### src/rtl/y86_pkg.sv
// Shared Y86-64 definitions: instruction codes, register specifiers and the
// writeback scheduler state encoding.
package y86_pkg;

    localparam int unsigned REG_W = 4;

    localparam logic [3:0] I_HALT   = 4'h0;
    localparam logic [3:0] I_NOP    = 4'h1;
    localparam logic [3:0] I_RRMOVQ = 4'h2;
    localparam logic [3:0] I_IRMOVQ = 4'h3;
    localparam logic [3:0] I_RMMOVQ = 4'h4;
    localparam logic [3:0] I_MRMOVQ = 4'h5;
    localparam logic [3:0] I_OPQ    = 4'h6;
    localparam logic [3:0] I_JXX    = 4'h7;
    localparam logic [3:0] I_CALL   = 4'h8;
    localparam logic [3:0] I_RET    = 4'h9;
    localparam logic [3:0] I_PUSHQ  = 4'hA;
    localparam logic [3:0] I_POPQ   = 4'hB;

    localparam logic [REG_W-1:0] REG_RSP  = 4'h4;
    localparam logic [REG_W-1:0] REG_NONE = 4'hF;

    typedef enum logic {
        S_IDLE   = 1'b0,
        S_PEND_M = 1'b1
    } wb_state_t;

endpackage

### src/rtl/wb_dst_decode.sv
// Maps a writeback request's icode/cnd/rA/rB to its E and M destinations.
// A destination of REG_NONE means that write is skipped.
module wb_dst_decode
    import y86_pkg::*;
(
    input  logic [3:0]       in_code,
    input  logic             cnd,
    input  logic [REG_W-1:0] ra,
    input  logic [REG_W-1:0] rb,
    output logic [REG_W-1:0] dst_e,
    output logic [REG_W-1:0] dst_m,
    output logic             illegal
);

    always_comb begin
        dst_e   = REG_NONE;
        dst_m   = REG_NONE;
        illegal = 1'b0;
        case (in_code)
            I_RRMOVQ: begin
                if (cnd) dst_e = rb;
            end
            I_IRMOVQ, I_OPQ: dst_e = rb;
            I_MRMOVQ:        dst_m = ra;
            I_CALL, I_RET, I_PUSHQ: dst_e = REG_RSP;
            I_POPQ: begin
                dst_e = REG_RSP;
                dst_m = ra;
            end
            I_HALT, I_NOP, I_RMMOVQ, I_JXX: begin
            end
            default: illegal = 1'b1;
        endcase
    end

endmodule

### src/rtl/regfile_write_sched.sv
// Single-write-port scheduler for the SEQ register file: serialises E/M
// writebacks (E first) and arbitrates a host write port with bounded starvation.
module regfile_write_sched
    import y86_pkg::*;
#(
    parameter int unsigned DATA_W          = 64,
    parameter int unsigned HOST_STARVE_MAX = 4
) (
    input  logic              clock,
    input  logic              reset_n,
    input  logic              wb_valid,
    output logic              wb_ready,
    input  logic [3:0]        in_code,
    input  logic              cnd,
    input  logic [REG_W-1:0]  ra,
    input  logic [REG_W-1:0]  rb,
    input  logic [DATA_W-1:0] val_e,
    input  logic [DATA_W-1:0] val_m,
    input  logic              host_req,
    input  logic [REG_W-1:0]  host_addr,
    input  logic [DATA_W-1:0] host_data,
    output logic              host_gnt,
    output logic              rf_wen,
    output logic [REG_W-1:0]  rf_waddr,
    output logic [DATA_W-1:0] rf_wdata,
    output logic              err
);

    localparam int unsigned STARVE_W = 4;
    localparam logic [STARVE_W-1:0] STARVE_MAX = STARVE_W'(HOST_STARVE_MAX);

    wb_state_t           state_q, state_d;
    logic [STARVE_W-1:0] starve_q, starve_d;
    logic [REG_W-1:0]    pend_addr_q, pend_addr_d;
    logic [DATA_W-1:0]   pend_data_q, pend_data_d;
    logic                wen_d;
    logic [REG_W-1:0]    waddr_d;
    logic [DATA_W-1:0]   wdata_d;
    logic                err_d;
    logic [REG_W-1:0]    dst_e, dst_m;
    logic                illegal;

    wb_dst_decode u_dst_decode (
        .in_code (in_code),
        .cnd     (cnd),
        .ra      (ra),
        .rb      (rb),
        .dst_e   (dst_e),
        .dst_m   (dst_m),
        .illegal (illegal)
    );

    // Next-state, arbitration and next write-port values
    always_comb begin
        state_d     = state_q;
        starve_d    = starve_q;
        pend_addr_d = pend_addr_q;
        pend_data_d = pend_data_q;
        wen_d       = 1'b0;
        waddr_d     = REG_NONE;
        wdata_d     = '0;
        err_d       = 1'b0;
        host_gnt    = 1'b0;
        wb_ready    = 1'b0;

        case (state_q)
            S_IDLE: begin
                host_gnt = reset_n && host_req && (!wb_valid || (starve_q == STARVE_MAX));
                wb_ready = reset_n && !host_gnt;
                if (host_gnt) begin
                    starve_d = '0;
                    if (host_addr == REG_NONE) begin
                        err_d = 1'b1;
                    end else begin
                        wen_d   = 1'b1;
                        waddr_d = host_addr;
                        wdata_d = host_data;
                    end
                end else begin
                    if (!host_req) begin
                        starve_d = '0;
                    end else if (starve_q != STARVE_MAX) begin
                        starve_d = starve_q + STARVE_W'(1);
                    end
                    if (wb_valid && wb_ready) begin
                        err_d = illegal;
                        // E always goes first so popq %rsp ends with valM in %rsp
                        if (dst_e != REG_NONE) begin
                            wen_d   = 1'b1;
                            waddr_d = dst_e;
                            wdata_d = val_e;
                            if (dst_m != REG_NONE) begin
                                state_d     = S_PEND_M;
                                pend_addr_d = dst_m;
                                pend_data_d = val_m;
                            end
                        end else if (dst_m != REG_NONE) begin
                            wen_d   = 1'b1;
                            waddr_d = dst_m;
                            wdata_d = val_m;
                        end
                    end
                end
            end
            S_PEND_M: begin
                wen_d   = 1'b1;
                waddr_d = pend_addr_q;
                wdata_d = pend_data_q;
                state_d = S_IDLE;
            end
            default: state_d = S_IDLE;
        endcase
    end

    always_ff @(posedge clock) begin
        if (!reset_n) begin
            state_q     <= S_IDLE;
            starve_q    <= '0;
            pend_addr_q <= REG_NONE;
            pend_data_q <= '0;
            rf_wen      <= 1'b0;
            rf_waddr    <= REG_NONE;
            rf_wdata    <= '0;
            err         <= 1'b0;
        end else begin
            state_q     <= state_d;
            starve_q    <= starve_d;
            pend_addr_q <= pend_addr_d;
            pend_data_q <= pend_data_d;
            rf_wen      <= wen_d;
            rf_waddr    <= waddr_d;
            rf_wdata    <= wdata_d;
            err         <= err_d;
        end
    end

endmodule
### config.mk
export PLATFORM = sky130hd
export DESIGN_NAME = regfile_write_sched
export DESIGN_NICKNAME = d
export VERILOG_FILES = /design/src/rtl/y86_pkg.sv /design/src/rtl/wb_dst_decode.sv /design/src/rtl/regfile_write_sched.sv
export SDC_FILE = /design/constraint.sdc
export NUM_CORES = 1
export LEC_CHECK = 0
export CORE_MARGIN = 4
export CORE_UTILIZATION = 44
export DETAILED_ROUTE_END_ITERATION = 8
export PLACE_DENSITY = 0.89
export SLEW_MARGIN = 20
export SYNTH_ARGS = -nofsm -noshare
export SYNTH_HDL_FRONTEND = slang
export SYNTH_HIERARCHICAL = 1
export SYNTH_SLANG_ARGS = --single-unit
### constraint.sdc
create_clock -name clock -period 6 [get_ports clock]
set_clock_uncertainty 0.15 [all_clocks]
set_input_delay 0.6 -clock clock [delete_from_list [all_inputs] [get_ports clock]]
set_output_delay 0.6 -clock clock [all_outputs]
set_load 0.03 [all_outputs]
==> reports/metrics.cfg <==
[global_route]
overflow=0
grt-busiest-layer=met2
grt_usage_pct=25.12
grt_pass1_vias=5864
grt_pass1_wl_mm=29.20
grt_use_met1_pct=25.42
antenna_found_initial=0
grt_use_met2_pct=45.59
grt_max_degree=99
use_met3_pct=9.309

[yosys]
ys_async_sr_fraction_pct=0
synth_cell_types=42
yosys-top-cells-area=dfxtp_1, a221o_1, a22o_1
synth_edf_count=0
synth-xor-area-share_pct=0
synth_top_area_cell=dfxtp_1
synthMostInstantiatedCell=dfxtp_1
synth_fp_nets=827
syn-cell-area_um2=5784
synth_top_family_by_area=compound AO/OA/AOI/OAI gates
yosysWarnings=6
yosys-mux-area-fraction_pct=0.5191
ys_seq_area_share_pct=49.49
synth_common_cells=dfxtp_1, nand2_1, o21ai_0
yosys_register_bits=143
synth_cells=612
synth-compound-area-share_pct=29.55
synth-simple-area-share_pct=14.73
synth_ff_type=dfxtp_1
synth_area_per_cell_um2=9.451
synth_fa_ha_area_share_pct=0.4326
synth_top_cell_area_share_pct=49.49

[sta]
final_hold_viol_count=0
period_share_pct=58.11
rsz0062_at_grt=false
finalSetupViolCount=0
fin_tns_setup_ns=0
slew_headroom_pct=42.30
fin_crit_ns=3.486
final_max_slew_viol_count=0
worstMarginPinSlew_ns=0.8655
maxClockFrequency_mhz=286.8
holdWs_ns=0.3052

[clocking]
clock-root-buffer=clkbuf_16
clock_latency_ns=0.41
cts_hold_buf=0
clkSinkCount=143
clk_pin_slew_worst_paths_ns=0.06
post_cts_buffers=0
htreeDepth=4
ctsLongestPathBuffers=2
cts_inserted_buffers=17
cts_tree=built
cts.repair.resized=0

[worst_setup_path]
required_ns=6.10
cp_max_fo=98
worstSetupStartpointType=input port
path_cells=clkdlybuf4s50_1, nor3b_1, o21ai_0, and4_1, nor4b_4, buf_4, o21ai_0
crit_buf_inv=2
cp_top_family=buffers and inverters
critPathSlowestCell=buf_4
critical_path_class=in2reg
cp-end-kind=flip-flop
critical_path.max_stage_delay_ns=0.73
critPathArrivalTime_ns=3.58
crit_top_cell=o21ai_0

[layout]
nets=1086
area_growth_pct=60.13
multi_input_area_um2=2645
regArea_um2=2863
fillCellCount=943
finalCoreUtilization_pct=72.81
antennaDiodeCount=0
drive_gt1_share_pct=5.656

[hold_path]
hold_class=reg2reg

[drt]
drtIter0Drc=500
wire_per_inst_um=18.36
via_per_inst=5.536
drt_wl_total_mm=19.38
route.detailed.drc=0
num_vias=5846
postRouteAntennaNets=0
dr.pass1.iters=5

[run]
drv_cap=0

[placement]
dp_hpwl_mm=13.61
place_congestion=0.8737
io_buffers=284

[floorplan]
dieArea_um2=15040
fp.dieW_um=122.7
start_util_pct=45.47
row_count=41
coreArea_um2=12720
io_pins=285
die_y_um=122.7

[power_and_ir_drop]
peakVddDrop_uv=176.6
p_per_area_nw_per_um2=271.2
p_leak_nw=3.415

[status]
outcome=complete, no violations

state kept, by name, indices dropped and copies added (netlist names):
register and flops:
pend_data_q 64, rf_wdata 64, pend_addr_q 4, rf_waddr 4, starve_q 4, err 1, rf_wen 1, state_q 1
worst paths after layout:
| kind | end | startpoint | slack (ns) | depth (start not counted) |
|---|---|---|---|---|
| setup / recovery | pend_data_q[37]$_SDFFE_PN0P_ | in_code[3] | 2.51 | 7 |
| hold reg to reg | pend_data_q[9]$_SDFFE_PN0P_ | pend_data_q[9]$_SDFFE_PN0P_ | 0.31 | 2 |
| setup reg to reg | pend_data_q[37]$_SDFFE_PN0P_ | starve_q[0]$_SDFFE_PN0P_ | 3.25 | 6 |
| hold / removal | pend_data_q[9]$_SDFFE_PN0P_ | pend_data_q[9]$_SDFFE_PN0P_ | 0.31 | 2 |
report_power, final:
group          total [W]  internal (W)  switching, W
sequential       0.00102       0.00100     0.0000194
combinational   0.000427      0.000233      0.000194
clock            0.00106      0.000672      0.000391
worst register-to-register path, cell delays in order (launching register included):
cell and delay, ns:
dfxtp_1 0.39, inv_1 0.06, ha_1 0.24, nand4b_1 0.19
nor4b_4 0.47, buf_4 0.73, o21ai_0 0.35
through the flow:
step           instance area, um^2  power [W]  setup WS (ns)  std cells
6_report                      9263   0.002512          2.514       1056
5_1_grt                       9263   0.002596          2.165       1056
4_1_cts                       9263   0.002526          2.560       1056
3_5_place_dp                  8663   0.001468          2.136       1024
3_3_place_gp                  8657   0.001459          1.974       1024
2_1_floorplan                 5784   0.001222          3.256        612
layout by cell type (no fill, tap or decap), types with 3 or more instances in the layout:
master	n
clkdlybuf4s50_1	283
dfxtp_1	143
nand2_1	136
o21ai_0	68
a22o_1	64
a221o_1	64
clkbuf_16	17
a21oi_1	9
inv_1	7
nor2_1	7
buf_4	7
nor2b_1	7
nand4_1	5
clkinv_2	5
nand3_1	4
o211ai_1	4
and4_1	3
nor3_1	3
a211oi_1	3
mux2i_1	3
bufinv_16	3
kinds of logic after synthesis:
logic type	after synthesis
buffers and inverters	60
adder cells (fa/ha/maj)	2
AO/OA/AOI/OAI	219
multiplexers	3
AND/OR/NAND/NOR	185
flip-flops	143
routing by layer:
| metal | vias to the layer above | share of wire [%] |
|---|---|---|
| met5 | - | 0 |
| met1 | 2725 | 37 |
| met2 | 262 | 50 |
| met3 | 54 | 9.2 |
| li1 | 2805 | - |
| met4 | 0 | 3.7 |
final cells by class:
type	count	area share, %
repair buffers	292	31.42
well taps	172	2.323
inverters	8	0.3242
flip-flops and latches	143	30.91
clock inverters	11	1.499
clock buffers	21	4.971
multi-input cells	409	28.56
(Power assumes the default switching activity.)
